--- src/rtl/mseq_pkg.sv ---
// rtl/mseq_pkg.sv - shared types and defaults for the m-sequence scheduler
package mseq_pkg;

  typedef enum logic [1:0] {
    IDLE = 2'd0,
    LOAD = 2'd1,
    RUN  = 2'd2,
    DONE = 2'd3
  } mseq_state_e;

  localparam int DEF_WIDTH     = 4;
  localparam int DEF_FRAME_LEN = 31;
  localparam int DEF_LEN_W     = 5;
  localparam int ZERO_SEED_SUB = 1;

endpackage

--- src/rtl/mseq_sched_if.sv ---
// rtl/mseq_sched_if.sv - requester handshake and serial bit stream of the scheduler
interface mseq_sched_if #(
  parameter int N_REQ = 2,
  parameter int WIDTH = 4
);
  logic [N_REQ-1:0]       req;
  logic [N_REQ*WIDTH-1:0] seed;
  logic [N_REQ*WIDTH-1:0] poly;
  logic [N_REQ-1:0]       grant;
  logic [N_REQ-1:0]       done;
  logic                   bit_out;
  logic                   bit_valid;
  logic                   bit_last;
  logic                   busy;

  modport master (
    output req, seed, poly,
    input  grant, done, bit_out, bit_valid, bit_last, busy
  );

  modport slave (
    input  req, seed, poly,
    output grant, done, bit_out, bit_valid, bit_last, busy
  );
endinterface

--- src/rtl/mseq_rr_arb.sv ---
// rtl/mseq_rr_arb.sv - combinational round-robin pick starting at the pointer
module mseq_rr_arb #(
  parameter int N_REQ = 2,
  parameter int IDX_W = 1
) (
  input  logic [N_REQ-1:0] req,
  input  logic [IDX_W-1:0] ptr,
  output logic             any,
  output logic [N_REQ-1:0] win_onehot,
  output logic [IDX_W-1:0] win_idx
);
  localparam logic [IDX_W:0] N_C = (IDX_W+1)'(N_REQ);

  logic [IDX_W:0] cand;

  always_comb begin
    any        = 1'b0;
    win_onehot = '0;
    win_idx    = '0;
    cand       = '0;
    for (int i = 0; i < N_REQ; i++) begin
      cand = {1'b0, ptr} + (IDX_W+1)'(i);
      if (cand >= N_C) cand = cand - N_C;
      if (!any && req[cand[IDX_W-1:0]]) begin
        any                           = 1'b1;
        win_onehot[cand[IDX_W-1:0]]   = 1'b1;
        win_idx                       = cand[IDX_W-1:0];
      end
    end
  end
endmodule

--- src/rtl/mseq_sched.sv ---
// rtl/mseq_sched.sv - round-robin frame scheduler sharing one m-sequence generator
// Optional MSEQ_ZERO_GUARD_EN: substitute all-zero seeds and end frames on phase lock-up.
module mseq_sched
  import mseq_pkg::*;
#(
  parameter int N_REQ     = 2,
  parameter int WIDTH     = DEF_WIDTH,
  parameter int FRAME_LEN = DEF_FRAME_LEN,
  parameter int LEN_W     = DEF_LEN_W
) (
  input  logic             CLK_50MHZ,
  input  logic             RST,
  mseq_sched_if.slave      bus,
  output logic [WIDTH-1:0] gen_fase,
  output logic [WIDTH-1:0] gen_type,
  input  logic [WIDTH-1:0] gen_fase_new,
  input  logic             gen_sum
);
  localparam int             IDX_W    = (N_REQ > 1) ? $clog2(N_REQ) : 1;
  localparam logic [LEN_W-1:0] LAST_CNT = LEN_W'(FRAME_LEN - 1);
  localparam logic [IDX_W-1:0] LAST_IDX = IDX_W'(N_REQ - 1);

  mseq_state_e state_q, state_nxt;

  logic [N_REQ-1:0] grant_q, grant_d, done_q, done_d;
  logic             bit_out_q, bit_out_d, bit_valid_q, bit_valid_d;
  logic             bit_last_q, bit_last_d, busy_q;
  logic [WIDTH-1:0] fase_d, type_d, seed_q, seed_d, load_seed;
  logic [IDX_W-1:0] owner_q, owner_d, rr_ptr, ptr_d;
  logic [LEN_W-1:0] cnt, cnt_d;
  logic             frame_end;

  logic             arb_any;
  logic [N_REQ-1:0] arb_onehot;
  logic [IDX_W-1:0] arb_idx;

  mseq_rr_arb #(.N_REQ(N_REQ), .IDX_W(IDX_W)) u_arb (
    .req        (bus.req),
    .ptr        (rr_ptr),
    .any        (arb_any),
    .win_onehot (arb_onehot),
    .win_idx    (arb_idx)
  );

`ifdef MSEQ_ZERO_GUARD_EN
  // An all-zero phase never leaves zero, so it is swapped out and also ends a frame.
  assign load_seed = (seed_q == '0) ? WIDTH'(ZERO_SEED_SUB) : seed_q;
  assign frame_end = (cnt == LAST_CNT) || (gen_fase_new == '0);
`else
  assign load_seed = seed_q;
  assign frame_end = (cnt == LAST_CNT);
`endif

  always_ff @(posedge CLK_50MHZ or posedge RST) begin
    if (RST) state_q <= IDLE;
    else     state_q <= state_nxt;
  end

  always_comb begin
    state_nxt = state_q;
    case (state_q)
      IDLE: if (arb_any) state_nxt = LOAD;
      LOAD: state_nxt = RUN;
      RUN:  if (frame_end) state_nxt = DONE;
      DONE: state_nxt = IDLE;
      default: state_nxt = IDLE;
    endcase
  end

  always_comb begin
    grant_d     = grant_q;
    done_d      = '0;
    bit_out_d   = bit_out_q;
    bit_valid_d = 1'b0;
    bit_last_d  = 1'b0;
    fase_d      = gen_fase;
    type_d      = gen_type;
    seed_d      = seed_q;
    owner_d     = owner_q;
    ptr_d       = rr_ptr;
    cnt_d       = cnt;
    case (state_q)
      IDLE: begin
        if (arb_any) begin
          grant_d = arb_onehot;
          owner_d = arb_idx;
          type_d  = bus.poly[arb_idx*WIDTH +: WIDTH];
          seed_d  = bus.seed[arb_idx*WIDTH +: WIDTH];
        end
      end
      LOAD: begin
        fase_d = load_seed;
        cnt_d  = '0;
      end
      RUN: begin
        bit_out_d   = gen_sum;
        bit_valid_d = 1'b1;
        bit_last_d  = frame_end;
        fase_d      = gen_fase_new;
        cnt_d       = cnt + 1'b1;
      end
      DONE: begin
        done_d  = grant_q;
        grant_d = '0;
        ptr_d   = (owner_q == LAST_IDX) ? '0 : owner_q + 1'b1;
      end
      default: ;
    endcase
  end

  always_ff @(posedge CLK_50MHZ or posedge RST) begin
    if (RST) begin
      grant_q     <= '0;
      done_q      <= '0;
      bit_out_q   <= 1'b0;
      bit_valid_q <= 1'b0;
      bit_last_q  <= 1'b0;
      busy_q      <= 1'b0;
      gen_fase    <= '0;
      gen_type    <= '0;
      seed_q      <= '0;
      owner_q     <= '0;
      rr_ptr      <= '0;
      cnt         <= '0;
    end else begin
      grant_q     <= grant_d;
      done_q      <= done_d;
      bit_out_q   <= bit_out_d;
      bit_valid_q <= bit_valid_d;
      bit_last_q  <= bit_last_d;
      busy_q      <= (state_nxt != IDLE);
      gen_fase    <= fase_d;
      gen_type    <= type_d;
      seed_q      <= seed_d;
      owner_q     <= owner_d;
      rr_ptr      <= ptr_d;
      cnt         <= cnt_d;
    end
  end

  assign bus.grant     = grant_q;
  assign bus.done      = done_q;
  assign bus.bit_out   = bit_out_q;
  assign bus.bit_valid = bit_valid_q;
  assign bus.bit_last  = bit_last_q;
  assign bus.busy      = busy_q;
endmodule

--- src/flat_wrapper.sv ---
// flat-port wrapper written by rule: the top's interface ports become plain ports
module mseq_sched_flat import mseq_pkg::*;
#(
  parameter int N_REQ     = 2,
  parameter int WIDTH     = DEF_WIDTH,
  parameter int FRAME_LEN = DEF_FRAME_LEN,
  parameter int LEN_W     = DEF_LEN_W
)
  (CLK_50MHZ, RST, gen_fase, gen_type, gen_fase_new, gen_sum, bus_req, bus_seed, bus_poly, bus_grant, bus_done, bus_bit_out, bus_bit_valid, bus_bit_last, bus_busy);
  mseq_sched_if #(.N_REQ(N_REQ), .WIDTH(WIDTH)) bus_i ();
  input  logic CLK_50MHZ;
  input  logic RST;
  output logic [WIDTH-1:0] gen_fase;
  output logic [WIDTH-1:0] gen_type;
  input  logic [WIDTH-1:0] gen_fase_new;
  input  logic gen_sum;
  input wire logic [$bits(bus_i.req)-1:0] bus_req;
  input wire logic [$bits(bus_i.seed)-1:0] bus_seed;
  input wire logic [$bits(bus_i.poly)-1:0] bus_poly;
  output wire logic [$bits(bus_i.grant)-1:0] bus_grant;
  output wire logic [$bits(bus_i.done)-1:0] bus_done;
  output wire logic [$bits(bus_i.bit_out)-1:0] bus_bit_out;
  output wire logic [$bits(bus_i.bit_valid)-1:0] bus_bit_valid;
  output wire logic [$bits(bus_i.bit_last)-1:0] bus_bit_last;
  output wire logic [$bits(bus_i.busy)-1:0] bus_busy;
  assign bus_i.req = bus_req;
  assign bus_i.seed = bus_seed;
  assign bus_i.poly = bus_poly;
  assign bus_grant = bus_i.grant;
  assign bus_done = bus_i.done;
  assign bus_bit_out = bus_i.bit_out;
  assign bus_bit_valid = bus_i.bit_valid;
  assign bus_bit_last = bus_i.bit_last;
  assign bus_busy = bus_i.busy;
  mseq_sched #(.N_REQ(N_REQ), .WIDTH(WIDTH), .FRAME_LEN(FRAME_LEN), .LEN_W(LEN_W)) u_core (.CLK_50MHZ(CLK_50MHZ), .RST(RST), .bus(bus_i), .gen_fase(gen_fase), .gen_type(gen_type), .gen_fase_new(gen_fase_new), .gen_sum(gen_sum));
endmodule
--- config.mk ---
export PLATFORM = sky130hd
export DESIGN_NAME = mseq_sched_flat
export DESIGN_NICKNAME = d
export VERILOG_FILES = /design/src/rtl/mseq_pkg.sv /design/src/rtl/mseq_sched_if.sv /design/src/rtl/mseq_rr_arb.sv /design/src/rtl/mseq_sched.sv /design/src/flat_wrapper.sv
export SDC_FILE = /design/constraint.sdc
export NUM_CORES = 1
export LEC_CHECK = 0
export ABC_AREA = 1
export CAP_MARGIN = 5
export CORE_MARGIN = 8
export CORE_UTILIZATION = 45
export CTS_CLUSTER_DIAMETER = 50
export DETAILED_ROUTE_END_ITERATION = 10
export PLACE_DENSITY = 0.83
export SKIP_CTS_REPAIR_TIMING = 1
export SLEW_MARGIN = 15
export SYNTH_ARGS = -nofsm -noshare
export SYNTH_HDL_FRONTEND = slang
export SYNTH_HIERARCHICAL = 1
export SYNTH_SLANG_ARGS = --single-unit
--- constraint.sdc ---
create_clock -name CLK_50MHZ -period 1.7 [get_ports CLK_50MHZ]
set_input_delay 0.34 -clock CLK_50MHZ [delete_from_list [all_inputs] [get_ports CLK_50MHZ]]
set_output_delay 0.34 -clock CLK_50MHZ [all_outputs]
set_load 0.02 [all_outputs]
==> results.py <==
metrics = {
    "sta": {
        "final_hold_viol_count": 0,
        "fin_tns_setup_ns": 0,
        "timing.final.crit_share_pct": 96.77,
        "fin_ws_ns": 0.05499,
        "finalClockSkew_ns": 0.008320,
        "maxSlewHeadroom_pct": 75.80,
        "finalCriticalPeriod_ns": 1.645,
        "max_freq_mhz": 607.9,
        "rsz0062_at_grt": "no",
        "tightest_slew_ns": 0.3630,
        "drv_slew": 0,
        "setup_viol": 0,
    },
    "logic_synthesis": {
        "syn-instance-count": 156,
        "yosys_warnings": 6,
        "ys_ff_latch": 29,
        "synth_seq_area_share_pct": 54.67,
        "synth_top_area_share_pct": 54.67,
        "syn_nets": 186,
        "syn_avg_cell_area_um2": 8.510,
        "synth_area_leaders": "dfrtp_1, nand2_1, inv_1",
        "synthDistinctLibCells": 18,
        "synth_area_leader_cell": "dfrtp_1",
        "syn_area_um2": 1328,
    },
    "die": {
        "core_area_um2": 2781,
        "ios": 41,
        "die_area_um2": 4944,
        "row_count": 19,
        "start_util_pct": 47.73,
        "die_w_um": 70.32,
        "dieHeight_um": 70.32,
    },
    "layout": {
        "drive_gt1_share_pct": 7.805,
        "fillers": 228,
        "multiInputGateArea_um2": 493.0,
        "fin_nets": 234,
        "final_area_um2": 1858,
        "syn_to_final_growth_pct": 39.96,
        "finalNonFillerCells": 236,
        "antenna_cells": 0,
        "register_area_um2": 725.7,
    },
    "routing": {
        "drc_errors": 0,
        "via_per_inst": 5.123,
        "first_pass_iters": 4,
        "wire_per_inst_um": 13.53,
        "routed_wl_um": 3194,
        "drtIter0Drc": 33,
        "vias": 1209,
        "drtAntennaViolNets": 0,
    },
    "place": {
        "numPortBuffers": 40,
        "place_area_um2": 1770,
        "dp_slack_ns": -0.02652,
        "dp_hpwl_um": 2454,
        "place.gp.congestion": 0.8224,
        "dp.cells": 228,
    },
    "global_route": {
        "grt_antenna_before_repair": 0,
        "grt_first_pass_wirelength_um": 5319,
        "grtUsageMet1_pct": 12.81,
        "grt_util_all_layers_pct": 13.37,
        "grtUsageMet3_pct": 6.356,
        "grt_pass1_vias": 1246,
        "grt_max_degree": 30,
        "met2_usage_pct": 22.43,
        "gr-total-overflow": 0,
        "grt_busiest_layer": "met2",
    },
    "clock_tree": {
        "clock_latency_ns": 0.33,
        "cts_tree": "yes",
        "cts_htree_levels": 2,
        "clockBufferDepth": 2,
        "clk_pin_slew_ns": 0.09,
        "cts_sinks": 29,
        "root_buffer": "clkbuf_4",
        "numCtsBuffers": 5,
    },
    "setup_path": {
        "critPathBufInv": 1,
        "cpPeakStageDelay_ns": 0.61,
        "path_delay_family": "buffers and inverters",
        "worstPathArrival_ns": 1.31,
        "startpoint_type": "register",
        "worst-path-max-fanout": 2,
        "path_cells": "clkdlybuf4s50_1",
        "end_kind": "output pin",
        "slowest_stage": "clkdlybuf4s50_1",
        "cp.required_ns": 1.36,
        "crit_type": "reg -> out",
    },
    "power": {
        "vdd_drop_max_mv": 1.114,
        "leakage_nw": 0.9603,
        "power.total_mw": 3.209,
        "power_density_nw_per_um2": 1727,
    },
    "run": {
        "cap_viol_max_count": 0,
    },
    "run_status": {
        "status": "finished, final reports clean",
    },
    "hold_path": {
        "hp-class": "in -> async",
    },
}
-- synth_stat cells --
master	number
a21boi_0	1
a21oi_1	13
buf_4	1
buf_6	1
clkinv_1	1
dfrtp_1	29
ha_1	5
inv_1	22
inv_2	1
nand2_1	38
nand2_2	2
nand3_1	6
nor2_1	17
nor2_2	2
nor3_1	2
o211ai_1	3
o21ai_0	9
o22ai_1	3
-- power by group --
group | switching (mW) | internal [mW]
logic | 0.955 | 0.647
clock network | 0.230 | 0.239
registers | 0.158 | 0.979
total | 1.34 | 1.87
-- placed cells by master (no fill, tap or decap) --
cell	n
ha_1	5
clkinv_1	1
inv_2	1
clkbuf_4	5
nor2_2	2
clkbuf_8	2
dlymetal6s2s_1	7
nand2_2	2
nor3_1	2
nand3_1	6
a21boi_0	1
dfrtp_1	29
o22ai_1	3
o21ai_0	9
inv_1	22
o211ai_1	3
clkdlybuf4s50_1	33
buf_4	3
a21oi_1	13
clkinv_2	1
nand2_1	38
nor2_1	17
-- cell type report --
class,count,area share (%)
clock buffer,7,3.502
clock inverter,1,0.2694
inverter,24,4.848
multi-input combinational,101,26.53
sequential,29,39.06
tap,31,2.088
timing repair buffer,43,23.70
-- per-stage QoR --
stage / util (%) / hold WS, ns
global route: 66.80 / 0.4056
detailed placement: 63.65 / 0.4679
floorplan: - / 0.4181
global placement: 63.65 / 0.4543
CTS: 66.17 / 0.3800
finish: 66.80 / 0.3765
-- logic make-up after synthesis --
family,share of synthesized area [%]
simple gates,20.45
compound gates,11.97
flops,54.67
buf+inv,8.199
fa+ha+maj,4.713
-- metal layers --
| metal | wire [um] | share of wire, % |
|---|---|---|
| met1 | 1270 | 40 |
| met2 | 1565 | 49 |
| met3 | 260 | 8.1 |
| met4 | 96 | 3.0 |
| met5 | 0 | 0 |
-- final timing paths --
check	start	endpoint	slack, ns	cells past startpoint
min	RST	u_core/bus.bit_out	0.38	3
max	u_core/gen_fase[1]	gen_fase[1]	0.05	1
min reg2reg	u_core/owner_q	u_core/rr_ptr	0.47	1
max in group asynchronous	RST	u_core/load_seed[2]	1.05	3
min in group CLK_50MHZ	u_core/owner_q	u_core/rr_ptr	0.47	1
max reg2reg	u_core/state_q[0]	u_core/cnt[3]	0.24	7
-- flip-flops by register name, summed over array words and instances (netlist names) --
register              count
u_core/gen_fase           4
u_core/bus.busy           1
u_core/state_q            2
u_core/gen_type           4
u_core/bus.bit_out        1
u_core/load_seed          4
u_core/cnt                5
u_core/bus.bit_last       1
u_core/owner_q            1
u_core/bus.done           2
u_core/bus.bit_valid      1
u_core/bus.grant          2
u_core/rr_ptr             1
-- worst min-delay path, delay by kind of cell --
kind                   cells  cell delay (ns)
buffers and inverters      3             0.78
No activity file was read; power rests on OpenSTA's default activity.
